`config.mk`:
```
export PLATFORM = sky130hd
export DESIGN_NAME = core_sequencer
export DESIGN_NICKNAME = d
export VERILOG_FILES = /design/src/rtl/core_sequencer_pkg.sv /design/src/rtl/core_sequencer_perf_counters.sv /design/src/rtl/core_sequencer.sv
export SDC_FILE = /design/constraint.sdc
export NUM_CORES = 1
export LEC_CHECK = 0
export ABC_AREA = 1
export BUFFER_PORTS_ARGS = -buffer_cell sky130_fd_sc_hd__buf_2
export CAP_MARGIN = 20
export CORE_MARGIN = 2
export CORE_UTILIZATION = 25
export DETAILED_ROUTE_END_ITERATION = 12
export PLACE_DENSITY_LB_ADDON = 0.08
export SYNTH_ARGS = -nofsm -noshare
export SYNTH_HDL_FRONTEND = slang
export SYNTH_SLANG_ARGS = --single-unit
```
`constraint.sdc`:
```
create_clock -name clk -period 1.8 [get_ports clk]
set_input_delay 0.27 -clock clk [delete_from_list [all_inputs] [get_ports clk]]
set_output_delay 0.27 -clock clk [all_outputs]
set_load 0.01 [all_outputs]
```
`src/rtl/core_sequencer_pkg.sv`:
```
// Shared definitions for the RV32IM multicycle sequencer: state encoding and
// the default performance-counter width.
package core_sequencer_pkg;

    typedef enum logic [2:0] {
        FETCH      = 3'd0,
        DECODE     = 3'd1,
        EXEC       = 3'd2,
        MEM        = 3'd3,
        WRITE      = 3'd4,
        FETCH_WAIT = 3'd5,
        MEM_WAIT   = 3'd6,
        TRAP       = 3'd7
    } state_t;

    localparam int CNT_W_DEF = 32;

endpackage

```
`src/rtl/core_sequencer_perf_counters.sv`:
```
// Cycle and retired-instruction counters with synchronous clear; both wrap
// from all-ones to zero.
module perf_counters #(
    parameter int CNT_W = 32
) (
    input  logic             clk,
    input  logic             clr,
    input  logic             cyc_inc,
    input  logic             ret_inc,
    output logic [CNT_W-1:0] cycle_cnt,
    output logic [CNT_W-1:0] instret_cnt
);

    localparam logic [CNT_W-1:0] CNT_ONE = {{(CNT_W-1){1'b0}}, 1'b1};

    logic [CNT_W-1:0] cycle_cnt_r;
    logic [CNT_W-1:0] instret_cnt_r;

    // Counter registers
    always_ff @(posedge clk) begin
        if (clr) begin
            cycle_cnt_r   <= {CNT_W{1'b0}};
            instret_cnt_r <= {CNT_W{1'b0}};
        end else begin
            if (cyc_inc) begin
                cycle_cnt_r <= cycle_cnt_r + CNT_ONE;
            end else begin
                cycle_cnt_r <= cycle_cnt_r;
            end
            if (ret_inc) begin
                instret_cnt_r <= instret_cnt_r + CNT_ONE;
            end else begin
                instret_cnt_r <= instret_cnt_r;
            end
        end
    end

    assign cycle_cnt   = cycle_cnt_r;
    assign instret_cnt = instret_cnt_r;

endmodule

```
`src/rtl/core_sequencer.sv`:
```
// Multicycle fetch/decode/execute/memory/writeback control FSM for the RV32IM core.
// Optional performance counters are built when CORE_PERF_COUNTER_EN is defined.
module core_sequencer
    import core_sequencer_pkg::*;
#(
    parameter int CNT_W = CNT_W_DEF
) (
    input  logic             clk,
    input  logic             rst,
    output logic [2:0]       state,
    output logic             imem_req,
    input  logic             imem_ready,
    input  logic             imem_valid,
    output logic             ir_we,
    input  logic             illegal,
    input  logic             is_load,
    input  logic             is_store,
    input  logic             is_muldiv,
    input  logic             writes_rd,
    output logic             alu_start,
    input  logic             alu_done,
    output logic             dmem_req,
    output logic             dmem_we,
    input  logic             dmem_ready,
    input  logic             dmem_valid,
    output logic             rf_we,
    output logic             pc_we,
    output logic             trapped,
    output logic [CNT_W-1:0] cycle_cnt,
    output logic [CNT_W-1:0] instret_cnt
);

    state_t state_r;
    state_t next_state_s;
    logic   exec_first_r;
    logic   imem_req_s, ir_we_s, alu_start_s, dmem_req_s, dmem_we_s;
    logic   rf_we_s, pc_we_s, trapped_s;

    // State register and first-EXEC-cycle flag for the single mul/div start pulse
    always_ff @(posedge clk) begin
        if (rst) begin
            state_r      <= FETCH;
            exec_first_r <= 1'b0;
        end else begin
            state_r      <= next_state_s;
            exec_first_r <= (state_r != EXEC) && (next_state_s == EXEC);
        end
    end

    // Next-state and ungated strobe decode
    always_comb begin
        next_state_s = state_r;
        imem_req_s   = 1'b0;
        ir_we_s      = 1'b0;
        alu_start_s  = 1'b0;
        dmem_req_s   = 1'b0;
        dmem_we_s    = 1'b0;
        rf_we_s      = 1'b0;
        pc_we_s      = 1'b0;
        trapped_s    = 1'b0;
        case (state_r)
            FETCH: begin
                imem_req_s = 1'b1;
                if (imem_ready && imem_valid) begin
                    ir_we_s      = 1'b1;
                    next_state_s = DECODE;
                end else if (imem_ready) begin
                    next_state_s = FETCH_WAIT;
                end else begin
                    next_state_s = FETCH;
                end
            end
            FETCH_WAIT: begin
                if (imem_valid) begin
                    ir_we_s      = 1'b1;
                    next_state_s = DECODE;
                end else begin
                    next_state_s = FETCH_WAIT;
                end
            end
            DECODE: begin
                next_state_s = EXEC;
            end
            EXEC: begin
                if (illegal) begin
                    next_state_s = TRAP;
                end else if (is_muldiv) begin
                    alu_start_s  = exec_first_r;
                    next_state_s = alu_done ? WRITE : EXEC;
                end else if (is_load || is_store) begin
                    next_state_s = MEM;
                end else begin
                    next_state_s = WRITE;
                end
            end
            MEM: begin
                dmem_req_s = 1'b1;
                dmem_we_s  = is_store;
                if (dmem_ready && dmem_valid) begin
                    next_state_s = WRITE;
                end else if (dmem_ready) begin
                    next_state_s = MEM_WAIT;
                end else begin
                    next_state_s = MEM;
                end
            end
            MEM_WAIT: begin
                next_state_s = dmem_valid ? WRITE : MEM_WAIT;
            end
            WRITE: begin
                rf_we_s      = writes_rd;
                pc_we_s      = 1'b1;
                next_state_s = FETCH;
            end
            TRAP: begin
                trapped_s    = 1'b1;
                next_state_s = TRAP;
            end
            default: begin
                next_state_s = FETCH;
            end
        endcase
    end

    // Reset suppresses every strobe within the reset cycle itself
    assign state     = state_r;
    assign imem_req  = imem_req_s  & ~rst;
    assign ir_we     = ir_we_s     & ~rst;
    assign alu_start = alu_start_s & ~rst;
    assign dmem_req  = dmem_req_s  & ~rst;
    assign dmem_we   = dmem_we_s   & ~rst;
    assign rf_we     = rf_we_s     & ~rst;
    assign pc_we     = pc_we_s     & ~rst;
    assign trapped   = trapped_s   & ~rst;

`ifdef CORE_PERF_COUNTER_EN
    perf_counters #(
        .CNT_W(CNT_W)
    ) u_perf_counters (
        .clk         (clk),
        .clr         (rst),
        .cyc_inc     (state_r != TRAP),
        .ret_inc     (state_r == WRITE),
        .cycle_cnt   (cycle_cnt),
        .instret_cnt (instret_cnt)
    );
`else
    assign cycle_cnt   = {CNT_W{1'b0}};
    assign instret_cnt = {CNT_W{1'b0}};
`endif

endmodule

```
==> results.json <==
{
  "ys_ff_latch": 4,
  "required_ps": 1530,
  "fp.dieArea_mm2": 0.00394,
  "grt.total_usage_pct": 6.88,
  "worstPathArrival_ps": 1360,
  "start_util_pct": 25.9,
  "cts_hold_buffers": 0,
  "ant_nets": 0,
  "hpwl_um": 1250,
  "leakagePower_nw": 0.528,
  "hold_path_class": "input port to register",
  "clock_path_buffers": 2,
  "fmax_mhz": 613,
  "fin_skew_ps": 1.21,
  "viasPerCell": 3.15,
  "cts_buffers": 3,
  "cts-resized-gates": 0,
  "nNetsFinal": 168,
  "antenna_found_initial": 0,
  "yosysUniqueCellTypes": 21,
  "tritoncts": "done",
  "synth_cells": 132,
  "r2r_start": "state[0]",
  "first_pass_iters": 4,
  "mostFrequentLayoutCells": "64 x conb_1, 22 x buf_2, 19 x nand2_1",
  "grt.overflow.total": 0,
  "fin_crit_ps": 1630,
  "drtIter0Drc": 14,
  "rsz0062_at_grt": "no",
  "hold_start": "rst",
  "gp_congestion": 0.792,
  "hold_viol": 0,
  "finalCritPeriodShare_pct": 90.7,
  "routed_wl_um": 1410,
  "area_growth_pct": -8.41,
  "worstSetupEndpointType": "output pin",
  "postCtsSetupRepairBufs": 0,
  "synth_seq_area_share_pct": 9.28,
  "drc": 0,
  "start_kind": "register",
  "path_max_fanout": 9,
  "netlist_area_um2": 863,
  "maxSlewViolCount": 0,
  "crit_path_start": "state[0]",
  "grt_max_degree": 11,
  "n_antenna_cell": 0,
  "status": "complete, no violations",
  "htree_num_levels": 1,
  "critPathKind": "register to output pin",
  "rows": 21,
  "total_power_uw": 518,
  "io_buffers": 22,
  "cts-root-buf": "clkbuf_4",
  "final_common_cell": "conb_1",
  "setup_viol": 0,
  "pwr_density_cell_mw_per_mm2": 655,
  "ir_worst_vdd_v": 0.000162,
  "grt_pass1_wl_um": 2070,
  "wire_per_inst_um": 7.04,
  "ys_warn_count": 0,
  "clkLatencyLatePin_ps": 240,
  "dieWidth_um": 62.8,
  "grt_pass1_vias": 492,
  "route.vias.total": 629,
  "path_clk_slew_ps": 40,
  "syn_area_per_cell_um2": 6.54,
  "drive_gt1_share_pct": 22.1,
  "fin_setup_tns_ps": 0,
  "drv_cap": 0,
  "cts.sinks": 4,
  "pin_count": 87,
  "core-area_mm2": 0.00334,
  "die_y_um": 62.8
}
-- cell usage after synthesis --
master | n | area [um2]
conb_1 | 1 | 3.75
nand2_2 | 3 | 18.8
clkbuf_4 | 1 | 7.51
inv_2 | 3 | 11.3
nand3b_1 | 1 | 7.51
inv_1 | 8 | 30.0
a21oi_1 | 1 | 5.00
nor2_2 | 1 | 6.26
dfxtp_1 | 4 | 80.1
nor2_1 | 7 | 26.3
nor3_2 | 2 | 20.0
o21ai_0 | 1 | 5.00
nand3_1 | 6 | 30.0
and2_1 | 1 | 6.26
nand4_1 | 1 | 6.26
clkinv_1 | 1 | 3.75
buf_4 | 64 | 480
buf_6 | 1 | 11.3
nand2_1 | 19 | 71.3
nor3b_1 | 1 | 7.51
nor3_1 | 5 | 25.0
-- critical path, stage by stage, from the launching register on --
cell     delay (ps)
dfxtp_1         510
nand2_2         120
inv_1           100
nand2_2          70
nor3b_1         160
buf_2           160
-- cell families (layout without fill, tap and decap cells) --
| family | count (synthesis) | count (layout) | synth area share, % |
|---|---|---|---|
| other cells | 1 | 64 | 0.434 |
| compound gates | 2 | 2 | 1.16 |
| flops | 4 | 4 | 9.28 |
| simple gates | 47 | 47 | 26.1 |
| buf+inv | 78 | 37 | 63.0 |
-- layout make-up --
type                            count  area [um2]
Sequential cell                     4        80.1
Inverter                           12        45.0
Clock buffer                        3        22.5
Multi-Input combinational cell    113         475
Tap cell                           46        57.6
Timing Repair Buffer               22         110
Fill cell                         402        2550
-- stage by stage --
stage	util [%]	area (um2)	hold slack, ps	worst slack [ps]	cells
floorplan	-	1100	518	445	195
global placement	23.0	768	605	417	197
detailed placement	23.0	768	596	420	197
CTS	23.7	791	351	154	200
global route	23.7	791	348	53.3	200
finish	23.7	791	345	168	200
-- worst paths after layout --
path                            cells past startpoint  slack (ps)           end
worst max-delay path                                5         170       dmem_we
worst min-delay path                                2         350      state[1]
worst max register to register                      8         660      state[1]
worst min register to register                      2         630  exec_first_r
-- layer usage --
| layer | vias up | GRT usage, % | routed length (um) |
|---|---|---|---|
| li1 | 320 | - | - |
| met1 | 263 | 6.45 | 523 |
| met2 | 44 | 12.2 | 730 |
| met3 | 2 | 3.06 | 143 |
| met4 | 0 | 4.17 | 10 |
| met5 | - | 0 | 0 |
-- flip-flops by register name (all words and copies together) (netlist names) --
| signal | count |
|---|---|
| state | 3 |
| exec_first_r | 1 |
-- power by group --
| part | switching (mW) | internal [mW] |
|---|---|---|
| combinational | 0.183 | 0.0775 |
| sequential | 0.0350 | 0.108 |
| clock | 0.0393 | 0.0747 |
Note: power is estimated with default switching activity, not from simulation.
